## src/rtl/ps2_keys.sv

```systemverilog
// PS/2 set-2 keyboard receiver: synchronises the PS/2 lines, deframes 11-bit frames and holds one
// pressed/released level per game action. Define PS2_WASD_EN to also map A/D/W to left/right/jump.
module ps2_keys #(
  parameter int unsigned TIMEOUT_CYC = 100000
) (
  input  logic       clk,
  input  logic       rst,
  input  logic       ps2_clk,
  input  logic       ps2_data,
  output logic [3:0] keys,
  output logic [7:0] code,
  output logic       code_valid,
  output logic       frame_err
);

  typedef enum logic [1:0] {IDLE, DATA, PARITY, STOP} state_t;

  localparam logic [16:0] TO_LAST = 17'(TIMEOUT_CYC - 1);

  state_t      state;
  logic        clk_s1, clk_s2, clk_prev;
  logic        dat_s1, dat_s2;
  logic        fall;
  logic [2:0]  bit_cnt;
  logic [7:0]  shreg;
  logic        par_bit;
  logic [16:0] tcnt;
  logic        ext, brk;
  logic        frame_ok;
  logic        hit;
  logic [1:0]  act;

  // Sync flops reset to the idle-high line level so reset release never looks like an edge.
  always_ff @(posedge clk or posedge rst) begin
    if (rst) begin
      clk_s1   <= 1'b1;
      clk_s2   <= 1'b1;
      clk_prev <= 1'b1;
      dat_s1   <= 1'b1;
      dat_s2   <= 1'b1;
    end else begin
      clk_s1   <= ps2_clk;
      clk_s2   <= clk_s1;
      clk_prev <= clk_s2;
      dat_s1   <= ps2_data;
      dat_s2   <= dat_s1;
    end
  end

  assign fall     = clk_prev & ~clk_s2;
  assign frame_ok = dat_s2 & (^{shreg, par_bit});

  always_comb begin
    hit = 1'b0;
    act = 2'd0;
    if (ext) begin
      case (shreg)
        8'h6B:   begin hit = 1'b1; act = 2'd0; end
        8'h74:   begin hit = 1'b1; act = 2'd1; end
        default: ;
      endcase
    end else begin
      case (shreg)
        8'h12:   begin hit = 1'b1; act = 2'd2; end
        8'h2D:   begin hit = 1'b1; act = 2'd3; end
`ifdef PS2_WASD_EN
        8'h1C:   begin hit = 1'b1; act = 2'd0; end
        8'h23:   begin hit = 1'b1; act = 2'd1; end
        8'h1D:   begin hit = 1'b1; act = 2'd2; end
`else
`endif
        default: ;
      endcase
    end
  end

  always_ff @(posedge clk or posedge rst) begin
    if (rst) begin
      state      <= IDLE;
      bit_cnt    <= '0;
      shreg      <= '0;
      par_bit    <= 1'b0;
      tcnt       <= '0;
      ext        <= 1'b0;
      brk        <= 1'b0;
      keys       <= '0;
      code       <= '0;
      code_valid <= 1'b0;
      frame_err  <= 1'b0;
    end else begin
      code_valid <= 1'b0;
      frame_err  <= 1'b0;
      // A detected edge always beats the timeout, so a frame whose stop edge
      // coincides with expiry still completes.
      if (state != IDLE && !fall) begin
        if (tcnt == TO_LAST) begin
          state     <= IDLE;
          tcnt      <= '0;
          frame_err <= 1'b1;
        end else begin
          tcnt <= tcnt + 17'd1;
        end
      end else begin
        case (state)
          IDLE: begin
            tcnt <= '0;
            if (fall && !dat_s2) begin
              state   <= DATA;
              bit_cnt <= '0;
            end
          end
          DATA: begin
            tcnt    <= '0;
            shreg   <= {dat_s2, shreg[7:1]};
            bit_cnt <= bit_cnt + 3'd1;
            if (bit_cnt == 3'd7)
              state <= PARITY;
          end
          PARITY: begin
            tcnt    <= '0;
            par_bit <= dat_s2;
            state   <= STOP;
          end
          STOP: begin
            tcnt  <= '0;
            state <= IDLE;
            if (frame_ok) begin
              code       <= shreg;
              code_valid <= 1'b1;
              if (shreg == 8'hE0) begin
                ext <= 1'b1;
              end else if (shreg == 8'hF0) begin
                brk <= 1'b1;
              end else begin
                if (hit)
                  keys[act] <= ~brk;
                ext <= 1'b0;
                brk <= 1'b0;
              end
            end else begin
              frame_err <= 1'b1;
            end
          end
          default: state <= IDLE;
        endcase
      end
    end
  end

endmodule

```

## config.mk

```make
export PLATFORM = sky130hd
export DESIGN_NAME = ps2_keys
export DESIGN_NICKNAME = d
export VERILOG_FILES = /design/src/rtl/ps2_keys.sv
export SDC_FILE = /design/constraint.sdc
export NUM_CORES = 1
export LEC_CHECK = 0
export ABC_AREA = 1
export CORE_MARGIN = 8
export CORE_UTILIZATION = 43
export DETAILED_ROUTE_END_ITERATION = 6
export MAX_ROUTING_LAYER = met4
export PLACE_DENSITY = 0.69
export SYNTH_ARGS = -nofsm -noshare
export SYNTH_HDL_FRONTEND = slang
export SYNTH_SLANG_ARGS = --single-unit
```

## constraint.sdc

```tcl
create_clock -name clk -period 1.78 [get_ports clk]
set_input_delay 0.534 -clock clk [delete_from_list [all_inputs] [get_ports clk]]
set_output_delay 0.534 -clock clk [all_outputs]
set_load 0.02 [all_outputs]
```

# After elaboration in Yosys (flattened, before gate mapping)
# Cells that the tools add are included.
[totals]
register_bits = 52
latchBits = 0
ramBits = 0
mem_bits_ro = 0
inputBits = 4
out_inout_bits = 14
memories = 0
[classes]
n_addsub = 2
n_mul = 0
div_mod_pow = 0
order_cmp = 2
eq_ne = 16
n_shift = 0
n_mux = 29
bitwise = 7
reduce_logical = 20
[op_table]
columns = ["op", "count"]
rows = [
  ["two-way mux 17 bit", 3],
  ["adder 17 x 1 -> 17 bit, second input constant", 1],
  ["== test 17 bit, second input constant", 1],
  ["== test 8 x 7 -> 1 bit, second input constant", 2],
  ["== test 8 bit, second input constant", 2],
  ["two-way mux 1 bit", 15],
  ["two-way mux 2 bit", 5],
  ["AND reduction 3 bit", 3],
  ["XOR reduction 9 bit", 1],
  ["== test 8 x 5 -> 1 bit, second input constant", 1],
  ["== test 8 x 6 -> 1 bit, second input constant", 1],
  ["case mux 2 bit (4 select lines)", 1],
  ["AND reduction 4 bit", 2],
  ["inequality test 3 bit, second input constant", 2],
  ["case mux 3 bit (2 select lines)", 1],
  ["AND reduction 6 bit", 1],
  ["NOT 1 bit", 5],
  ["bitwise mux 4 bit", 1],
  ["== test 2 bit, second input constant", 2],
  ["inequality test 2 bit, second input constant", 2],
  ["case mux 2 bit (2 select lines)", 1],
  ["AND reduction 2 bit", 2],
  ["nonzero test 2 bit", 2],
  ["OR reduction 2 bit", 2],
  ["13 further kinds", 17],
]

# Longest topological paths before layout
# Gate-level depths: netlist of run 1.
[logic_depth]
depth_word = 8
depth_mapped = 14
ltp_nobuf = 13

# Worst setup path before layout of run 1
# No wires, ideal clock.
[synth_path]
path_kind = "register to register"
from = "register state[0]"
to = "register keys[2]"
setup_time_ps = 118
t_arrival_ps = 1578
slack_ps = 84
stages_incl_launch_ff = 10
path_cell_list = "dfrtp_1 > inv_1 > ha_1 > a21oi_2 > nor2_1 > nand2_2 > nor2_4 > nand4_1 > nand2_1 > nand2_1"
[synth_via]
elab_chain_len = 4
[synth_rtl]
columns = ["element", "line_no", "text"]
rows = [
  ["start: declaration", "20", "state_t state;"],
  ["start signal: assignment", "79", "state <= IDLE;"],
  ["start signal: assignment", "97", "state <= IDLE;"],
  ["start signal: assignment", "108", "state <= DATA;"],
  ["nonzero test 2 bit", "95", "if (state != IDLE && !fall) begin"],
  ["logical AND 1 bit", "95", ""],
  ["NOT 1 bit (no source line)", "-", ""],
  ["AND reduction 6 bit (no source line) *", "-", ""],
  ["end signal: indexed assignment", "136", "keys[act] <= ~brk;"],
  ["end: declaration", "10", "output logic [3:0] keys,"],
]
# Every way passes the cells marked *; elsewhere a longest branch is shown, timed or not.
# A chain may end at the register's enable or synchronous reset.

# Final worst setup path of run 1
[layout_path]
from = "register tcnt[0]"
to = "register tcnt[14]"
[layout_via]
elab_chain_len = 3
[layout_rtl]
columns = ["element", "line_no", "text"]
rows = [
  ["start: declaration", "27", "logic [16:0] tcnt;"],
  ["start signal: assignment", "101", "tcnt <= tcnt + 17'd1;"],
  ["adder 17 x 1 -> 17 bit or == test 17 bit (tied branches)", "101, 96", ""],
  ["two-way mux 17 bit *", "96", "if (tcnt == TO_LAST) begin"],
  ["two-way mux 17 bit *", "95", ""],
]
# Marks and branches as above.

==> flow_summary.json, run 1 <==
{
  "slew_violations": 0,
  "endpoint_kind": "flip-flop",
  "grt-busiest-layer": "met2",
  "clock_sinks": 52,
  "hold_ws_ns": 0.3566,
  "cts.clk_slew.worst_paths_ns": 0.09,
  "grtUsageMet1_pct": 16.21,
  "postSynthCellCount": 363,
  "setup_tns_ns": 0,
  "cp.required_ns": 2.01,
  "syn_nets": 375,
  "path_max_fanout": 4,
  "async_flop_share_pct": 100.0,
  "hold_viol_final": 0,
  "worstSetupPathType": "flip-flop to flip-flop",
  "p_per_area_nw_per_um2": 1381,
  "finalCritPeriodShare_pct": 94.26,
  "num_rows": 29,
  "syn_area_um2": 2855,
  "slowest_stage": "dfrtp_1",
  "boundaryPins": 18,
  "gp_congestion": 0.8780,
  "path_cells": "ha_2, nand2_2, nor2_4, nand3_2, nor2_4, nand2_2, nor2_4, nand2_2, nor2_1, nand2_1, a21oi_1",
  "ys_top_cells_by_count": "nand2_1 (116), dfrtp_1 (47), nor2_1 (36), inv_1 (34)",
  "r2r_cells": 11,
  "cts_tree": "built",
  "r2r_setup_slack_ns": 0.10,
  "regArea_um2": 1315,
  "seq_area_frac_synth_pct": 45.79,
  "min_period_ns": 1.678,
  "multiInputGateArea_um2": 1395,
  "met3_usage_pct": 2.560,
  "area_growth_pct": 17.97,
  "initial_core_util_pct": 44.71,
  "grt_pass1_wl_um": 10920,
  "core_um2": 6386,
  "synth_ff_type": "dfrtp_1",
  "finClkSkew_ns": 0.009563,
  "rsz0062_at_grt": "true",
  "hold_path_class": "flip-flop to flip-flop",
  "via_per_inst": 5.044,
  "final.fill_count": 608,
  "crit_arrival_ns": 1.91,
  "grt_max_degree": 53,
  "root_buffer": "clkbuf_8",
  "antennaDiodeCount": 0,
  "first_iter_violations": 90,
  "vdd_drop_max_mv": 0.9840,
  "fmax_mhz": 596.0,
  "cts_buffers": 5,
  "status": "finished clean",
  "tightest_slew_ns": 0.3645,
  "die_x_um": 97.49,
  "ys_ff_latch": 52,
  "synth_most_common_cell": "nand2_1",
  "grt_overflow": 0,
  "leakage_nw": 1.685,
  "avgRoutedWirePerCell_um": 12.46,
  "synth_largest_area_cell": "dfrtp_1",
  "synth_edf_count": 0,
  "avgSynthCellArea_um2": 7.866,
  "port_buffers": 17,
  "num-nets-final": 411,
  "hold_buffers": 0,
  "ant_nets": 0,
  "htree_levels": 2,
  "endpoint": "tcnt[14]$_DFF_PP0_",
  "drc_errors": 0,
  "crit_cells": 11,
  "antenna_found_initial": 0,
  "crit_path_start_kind": "flip-flop",
  "worstSkewPairLatency_ns": 0.30,
  "setup_viol": 0,
  "grt_pass1_vias": 2422,
  "crit_buf_inv": 0,
  "track_usage_pct": 13.74,
  "wirelength_um": 5943,
  "die_h_um": 97.49,
  "vias": 2406,
  "use_met2_pct": 22.56,
  "slew_headroom_pct": 75.52,
  "clockBufferDepth": 2,
  "cp-startpoint": "tcnt[0]$_DFF_PP0_",
  "synth.distinct_cells": 31,
  "drive_above_1_share_pct": 19.75,
  "maxCapViolations": 0,
  "yosysWarnings": 0,
  "fp.dieArea_um2": 9503,
  "r2r_start": "tcnt[0]$_DFF_PP0_",
  "cpLargestDelayFamily": "simple AND/OR/NAND/NOR gates",
  "yosysTopAreaCellShare_pct": 41.19,
  "synthTopCellsByArea": "dfrtp_1 (41%), nand2_1 (15%), nor2_1 (4.7%)",
  "dp_hpwl_um": 4278,
  "r2r_end": "tcnt[14]$_DFF_PP0_",
  "cpPeakStageDelay_ns": 0.38,
  "dr.pass1.iters": 4
}
-- per-stage QoR --
step / util [%] / area, um^2 / cells / total power [mW] / worst slack [ns]
2_1_floorplan: - / 2859 / 363 / 3.218 / 0.08432
3_3_place_gp: 49.45 / 3158 / 459 / 3.704 / 0.03133
3_5_place_dp: 49.45 / 3158 / 459 / 3.776 / 0.02992
4_1_cts: 50.86 / 3248 / 467 / 4.537 / 0.01078
5_1_grt: 52.74 / 3368 / 477 / 5.104 / -0.05105
6_report: 52.74 / 3368 / 477 / 4.651 / 0.1022
-- layer usage --
layer,routed length (um),up-vias,share of wire [%]
met5,0,-,0
met4,119,0,2.0
met3,151,11,2.5
met2,3003,31,51
met1,2668,1133,45
li1,-,1231,-
-- placed cells by master (no fill, tap or decap), types with 12 or more instances in the layout --
cell / Yosys / routed
nand2_1: 116 / 113
dfrtp_1: 47 / 41
nor2_1: 36 / 35
inv_1: 34 / 31
o21ai_0: 18 / 18
nand3_1: 18 / 18
buf_4: 4 / 17
nand4_1: 14 / 14
dlygate4sd2_1: 0 / 14
nand2_2: 10 / 12
-- state kept, by name (all words and copies together), names as in the netlist --
signal	count
tcnt	17
code	8
shreg	8
keys	4
bit_cnt	3
state	2
brk	1
clk_prev	1
clk_s1	1
clk_s2	1
code_valid	1
dat_s1	1
dat_s2	1
ext	1
frame_err	1
par_bit	1
-- power breakdown --
part	internal (mW)	leakage, nW	total (mW)	switching (mW)
sequential	1.42	0.685	1.70	0.273
clock	0.418	0.0552	0.793	0.376
combinational	0.801	0.946	2.16	1.36
total	2.64	1.69	4.65	2.01
-- what timing repair did --
action,4_1_cts,5_1_grt
setup endpoints to repair,14,30
pin swaps,0,5
gates resized for setup,14,18
setup buffers,0,10
-- logic make-up after synthesis --
family	synth area share, %
AO/OA/AOI/OAI	6.267
adder cells (fa/ha/maj)	3.506
AND/OR/NAND/NOR	35.36
buffers and inverters	6.661
flip-flops	45.79
XOR/XNOR	2.410
-- layout make-up --
class                           count  area share (%)
Inverter                           40           4.569
Sequential cell                    52           39.04
Clock buffer                        6           2.155
Clock inverter                      2           1.040
Tap cell                           77           2.860
Timing Repair Buffer               35           8.915
Multi-Input combinational cell    265           41.42
-- how the worst min path moves through the flow --
stage	from	to	depth (start not counted)
global placement	clk_s1$_DFF_PP1_	clk_s2$_DFF_PP1_	0
floorplan	clk_s1$_DFF_PP1_	clk_s2$_DFF_PP1_	0
global route	dat_s1$_DFF_PP1_	dat_s2$_DFF_PP1_	0
CTS	dat_s1$_DFF_PP1_	dat_s2$_DFF_PP1_	0
finish	dat_s1$_DFF_PP1_	dat_s2$_DFF_PP1_	0
detailed placement	clk_s1$_DFF_PP1_	clk_s2$_DFF_PP1_	0
(Power assumes the default switching activity.)
==> run 2, diff against run 1 <==
--- a/config.mk
+++ b/config.mk
@@ -6,7 +6,6 @@
 export NUM_CORES = 1
 export LEC_CHECK = 0
 export ABC_AREA = 1
-export CORE_MARGIN = 8
 export CORE_UTILIZATION = 43
 export DETAILED_ROUTE_END_ITERATION = 6
 export MAX_ROUTING_LAYER = met4
==> run 2 against run 1 <==
Net effect:
- routed wire length fell by 1.9%
- total power is 0.13% lower
- die area down 27%
- via count shrank 1.4%
- design area about the same
- clock skew down 0.00068 ns
- first-iteration DRC count grew 30%
- clock power fell by 6.3%
==> flow_summary.json, run 2 (synthesis gave the netlist of run 1 again) <==
{
  "finClkSkew_ns": 0.008887,
  "drc_errors": 0,
  "dp_hpwl_um": 4221,
  "avgRoutedWirePerCell_um": 12.25,
  "initial_core_util_pct": 44.71,
  "port_buffers": 17,
  "die_h_um": 83.49,
  "crit_arrival_ns": 1.89,
  "slew_violations": 0,
  "htree_levels": 2,
  "num_rows": 29,
  "largest_registers": "tcnt: 17 flops, code: 8 flops, shreg: 8 flops",
  "hold_viol_final": 0,
  "fp.dieArea_um2": 6970,
  "leakage_nw": 1.678,
  "grt_overflow": 0,
  "worstSkewPairLatency_ns": 0.31,
  "pre_cts_ws_ns": 0.02536,
  "final_core_util_pct": 52.78,
  "status": "finished clean",
  "area_growth_pct": 18.05,
  "cts.clk_slew.worst_paths_ns": 0.10,
  "dp.cells": 457,
  "fmax_mhz": 590.2,
  "die_x_um": 83.49,
  "r2r_setup_slack_ns": 0.09,
  "worst_slack_ns": 0.08571,
  "hold_buffers": 0,
  "setup_viol": 0,
  "r2r_cells": 10,
  "tightest_slew_ns": 0.3550,
  "cts_buffers": 5,
  "path_max_fanout": 8,
  "antennaDiodeCount": 0,
  "drive_above_1_share_pct": 20.30,
  "finalNonFillerCells": 476,
  "largest_reg_flops": 17,
  "antenna_found_initial": 0,
  "via_per_inst": 4.985,
  "grt_max_degree": 53,
  "clockBufferDepth": 2,
  "num-nets-final": 410,
  "endpoint_kind": "flip-flop",
  "core_um2": 6386,
  "slew_headroom_pct": 76.15,
  "first_iter_violations": 117,
  "endpoint": "state[0]$_DFFE_PP0P_",
  "rsz0062_at_grt": "true",
  "cp.required_ns": 1.98,
  "wirelength_um": 5831,
  "total_power_mw": 4.645,
  "mostFrequentLayoutCells": "nand2_1 (113), dfrtp_1 (42), nor2_1 (34)",
  "hold_ws_ns": 0.3566,
  "track_usage_pct": 18.52,
  "cp-startpoint": "tcnt[0]$_DFF_PP0_",
  "gp_congestion": 0.8580,
  "clock_sinks": 52,
  "r2r_start": "tcnt[0]$_DFF_PP0_",
  "vias": 2373,
  "cts_tree": "built",
  "finalCritPeriodShare_pct": 95.18,
  "r2r_end": "state[0]$_DFFE_PP0P_",
  "vdd_drop_max_mv": 0.9820,
  "hold_path_class": "flip-flop to flip-flop",
  "grt_pass1_vias": 2331,
  "final_common_cell": "nand2_1",
  "boundaryPins": 18,
  "dr.pass1.iters": 4,
  "grt_pass1_wl_um": 10220,
  "min_period_ns": 1.694,
  "worstSetupPathType": "flip-flop to flip-flop",
  "regMostFlops": "tcnt",
  "p_per_area_nw_per_um2": 1378,
  "root_buffer": "clkbuf_8",
  "ant_nets": 0,
  "maxCapViolations": 0,
  "crit_path_start_kind": "flip-flop"
}
-- run 2: cell count changes in the layout (fill, tap and decap cells not counted), sizes merged --
cell	delta
buf	-1
clkinv	-1
inv	+2
bufinv	-1
-- run 2: how the worst min path moves through the flow --
stage | start | depth (start not counted) | endpoint | slack, ns
detailed placement | dat_s1$_DFF_PP1_ | 0 | dat_s2$_DFF_PP1_ | 0.35
global placement | dat_s1$_DFF_PP1_ | 0 | dat_s2$_DFF_PP1_ | 0.35
finish | dat_s1$_DFF_PP1_ | 0 | dat_s2$_DFF_PP1_ | 0.36
CTS | clk_s1$_DFF_PP1_ | 0 | clk_s2$_DFF_PP1_ | 0.36
global route | clk_s1$_DFF_PP1_ | 0 | clk_s2$_DFF_PP1_ | 0.37
floorplan | clk_s1$_DFF_PP1_ | 0 | clk_s2$_DFF_PP1_ | 0.35
-- run 2: repair_timing --
action,4_1_cts,5_1_grt
pin swaps,0,7
resized for setup,14,23
setup buffers,0,11
cloned,0,0
setup endpoints to repair,14,30
-- run 2: layout make-up --
type,count,area [um^2]
inverters,40,158.9
clock inverters,2,17.52
fillers,612,3015
repair buffers,34,292.8
multi-input cells,265,1409
clock buffers,6,82.58
flip-flops and latches,52,1314
well taps,77,96.34
-- run 2: power by group --
part | internal [mW] | switching, mW | total [mW] | leakage (nW)
clock network | 0.327 | 0.417 | 0.743 | 0.0522
registers | 1.42 | 0.274 | 1.69 | 0.686
logic | 0.842 | 1.37 | 2.21 | 0.940
-- run 2: per-stage QoR --
stage	setup TNS [ns]	cell area, um^2
finish	0	3371
CTS	0	3226
floorplan	0	2859
detailed placement	0	3143
global placement	0	3143
global route	-0.1374	3371
-- run 2: per-layer routing --
metal	vias up	share of wire [%]	track usage (%)
li1	1223	-	-
met1	1116	47	22.00
met2	26	50	32.04
met3	8	1.9	3.363
met4	0	1.6	5.855
met5	-	0	-
-- run 2: worst max-delay path: stages, from the launching register on --
cell and delay [ns]:
dfrtp_1 0.39, ha_2 0.21, nand2_2 0.08, nor2_4 0.17, nand3_1 0.10, nor3_2 0.14, nand2_1 0.13, nand2_4 0.12
nand3_2 0.12, nand2_1 0.08, o21ai_1 0.06
==> run 3, diff against run 2 <==
--- a/config.mk
+++ b/config.mk
@@ -7,9 +7,10 @@
 export LEC_CHECK = 0
 export ABC_AREA = 1
 export CORE_UTILIZATION = 43
+export CTS_CLUSTER_SIZE = 28
 export DETAILED_ROUTE_END_ITERATION = 6
 export MAX_ROUTING_LAYER = met4
-export PLACE_DENSITY = 0.69
+export PLACE_DENSITY = 0.67
 export SYNTH_ARGS = -nofsm -noshare
 export SYNTH_HDL_FRONTEND = slang
 export SYNTH_SLANG_ARGS = --single-unit
==> constraint.sdc (replaced) <==
create_clock -name clk -period 2.1 [get_ports clk]
set_input_delay 0.63 -clock clk [delete_from_list [all_inputs] [get_ports clk]]
set_output_delay 0.63 -clock clk [all_outputs]
set_load 0.02 [all_outputs]
==> run 3 against run 2 <==
Net effect:
- total power shrank 18%
- cell count shrank 2.9%
- worst setup slack gained 0.061 ns
- clock skew grew 0.0034 ns
- global-route usage grew 0.074 points
- sequential power shrank 15%
- sequential share of layout area grew 1.5 points
- first-iteration DRC count grew 41%
- die area is the same
- largest cell class unchanged
==> flow_summary.json, run 3 (synthesis gave the netlist of run 1 again) <==
{
  "mostFrequentLayoutCells": "nand2_1 (116), dfrtp_1 (47), nor2_1 (36)",
  "p_clk_share_pct": 18.2,
  "drc_errors": 0,
  "dr_wl_met2_um": 2830,
  "routed-wl-met3_um": 109,
  "core_um2": 6386,
  "p_per_area_nw_per_um2": 1177,
  "port_buffers": 17,
  "tightest_slew_ns": 0.3719,
  "slew_violations": 0,
  "crit_path_start_kind": "flip-flop",
  "antenna_found_initial": 0,
  "top_layer": "met4",
  "area_growth_pct": 13.06,
  "drive_above_1_share_pct": 12.99,
  "num-nets-final": 396,
  "grt_max_degree": 53,
  "cp.required_ns": 1.47,
  "vdd_drop_max_mv": 1.259,
  "finalCritPeriodShare_pct": 93.03,
  "grt_overflow": 0,
  "htree_levels": 2,
  "status": "finished clean",
  "crit_arrival_ns": 1.32,
  "maxCapViolations": 0,
  "dr.pass1.iters": 4,
  "regArea_um2": 1308,
  "p_comb_share_pct": 44.1,
  "clock_sinks": 52,
  "finClkSkew_ns": 0.01230,
  "drt-met1-wl_um": 2716,
  "cts_resized": 0,
  "final.fill_count": 610,
  "rsz0062_at_grt": "false",
  "leakage_nw": 1.558,
  "path_max_fanout": 2,
  "via_per_inst": 5.058,
  "worstSetupPathType": "flip-flop to output pin",
  "grt_pass1_vias": 2304,
  "track_usage_pct": 18.59,
  "largest_registers": "tcnt: 17 flops, code: 8 flops, shreg: 8 flops",
  "cpLargestDelayFamily": "buffers and inverters",
  "vias": 2337,
  "worstSkewPairLatency_ns": 0.31,
  "path_cells": "clkdlybuf4s50_1",
  "setup_viol": 0,
  "num_rows": 29,
  "hold_buffers": 0,
  "cts_setup_buffers": 0,
  "cts_buffers": 5,
  "hold_ws_ns": 0.3525,
  "cts_tree": "built",
  "setup_tns_ns": 0,
  "ant_nets": 0,
  "boundaryPins": 18,
  "avgRoutedWirePerCell_um": 12.49,
  "cts.clk_slew.worst_paths_ns": 0.10,
  "die_h_um": 83.49,
  "power_switching_mw": 1.659,
  "regMostFlops": "tcnt",
  "hold_path_class": "flip-flop to flip-flop",
  "min_period_ns": 1.954,
  "root_buffer": "clkbuf_8",
  "crit_buf_inv": 1,
  "grt_pass1_wl_um": 10100,
  "die_x_um": 83.49,
  "initial_core_util_pct": 44.71,
  "largest_reg_flops": 17,
  "slowest_stage": "clkdlybuf4s50_1",
  "multiInputGateArea_um2": 1358,
  "endpoint_kind": "output pin",
  "fp.dieArea_um2": 6970,
  "final_core_util_pct": 50.55,
  "cpPeakStageDelay_ns": 0.62,
  "first_iter_violations": 165,
  "clockBufferDepth": 2,
  "wirelength_um": 5770,
  "final_common_cell": "nand2_1",
  "dp_hpwl_um": 4138,
  "antennaDiodeCount": 0,
  "slew_headroom_pct": 75.02,
  "gp_congestion": 0.8928,
  "p_int_mw": 2.142,
  "fmax_mhz": 511.9,
  "seq_power_share_pct": 37.7,
  "sw_frac_of_total_pct": 43.64,
  "hold_viol_final": 0
}
[run 3: path summary, 6_finish.rpt]
path / start / endpoint / slack (ns) / cells after the start
setup / recovery: code[0]$_DFFE_PP0P_ / code[0] / 0.15 / 1
hold / removal: dat_s1$_DFF_PP1_ / dat_s2$_DFF_PP1_ / 0.35 / 0
setup reg to reg: tcnt[0]$_DFF_PP0_ / tcnt[8]$_DFF_PP0_ / 0.26 / 10
hold reg to reg: dat_s1$_DFF_PP1_ / dat_s2$_DFF_PP1_ / 0.35 / 0
max in group asynchronous: rst / clk_s2$_DFF_PP1_ / 1.12 / 3
min in group asynchronous: rst / code[3]$_DFFE_PP0P_ / 0.67 / 3
[run 3: routing by layer]
metal  up-vias  global-route usage, %
met5         -                      -
met4         0                  7.704
met3        10                  2.967
met2        26                  31.59
li1       1198                      -
met1      1103                  22.09
[run 3: layout make-up]
class,instances,area share [%]
inverters,40,4.651
clock inverters,3,1.318
well taps,77,2.984
repair buffers,20,6.357
flip-flops and latches,52,40.50
multi-input cells,265,42.05
clock buffers,5,2.132
[run 3: through the flow]
step / power (mW) / instance area (um^2) / worst slack, ns / std cells
after global routing: 4.140 / 3228 / 0.04125 / 462
after CTS: 3.850 / 3228 / 0.1321 / 462
after global placement: 3.105 / 3117 / 0.2574 / 454
after detailed placement: 3.139 / 3117 / 0.2621 / 454
after floorplan: 2.727 / 2855 / 0.2204 / 363
final: 3.801 / 3228 / 0.1463 / 462
[run 3: power by group through the flow]
| stage | Sequential [mW] | Combinational, mW | Clock [mW] |
|---|---|---|---|
| after floorplan | 1.40 | 1.33 | 0 |
| after global placement | 1.45 | 1.66 | 0 |
| after detailed placement | 1.45 | 1.69 | 0 |
| after CTS | 1.43 | 1.70 | 0.716 |
| after global routing | 1.47 | 1.92 | 0.754 |
| final | 1.43 | 1.68 | 0.691 |
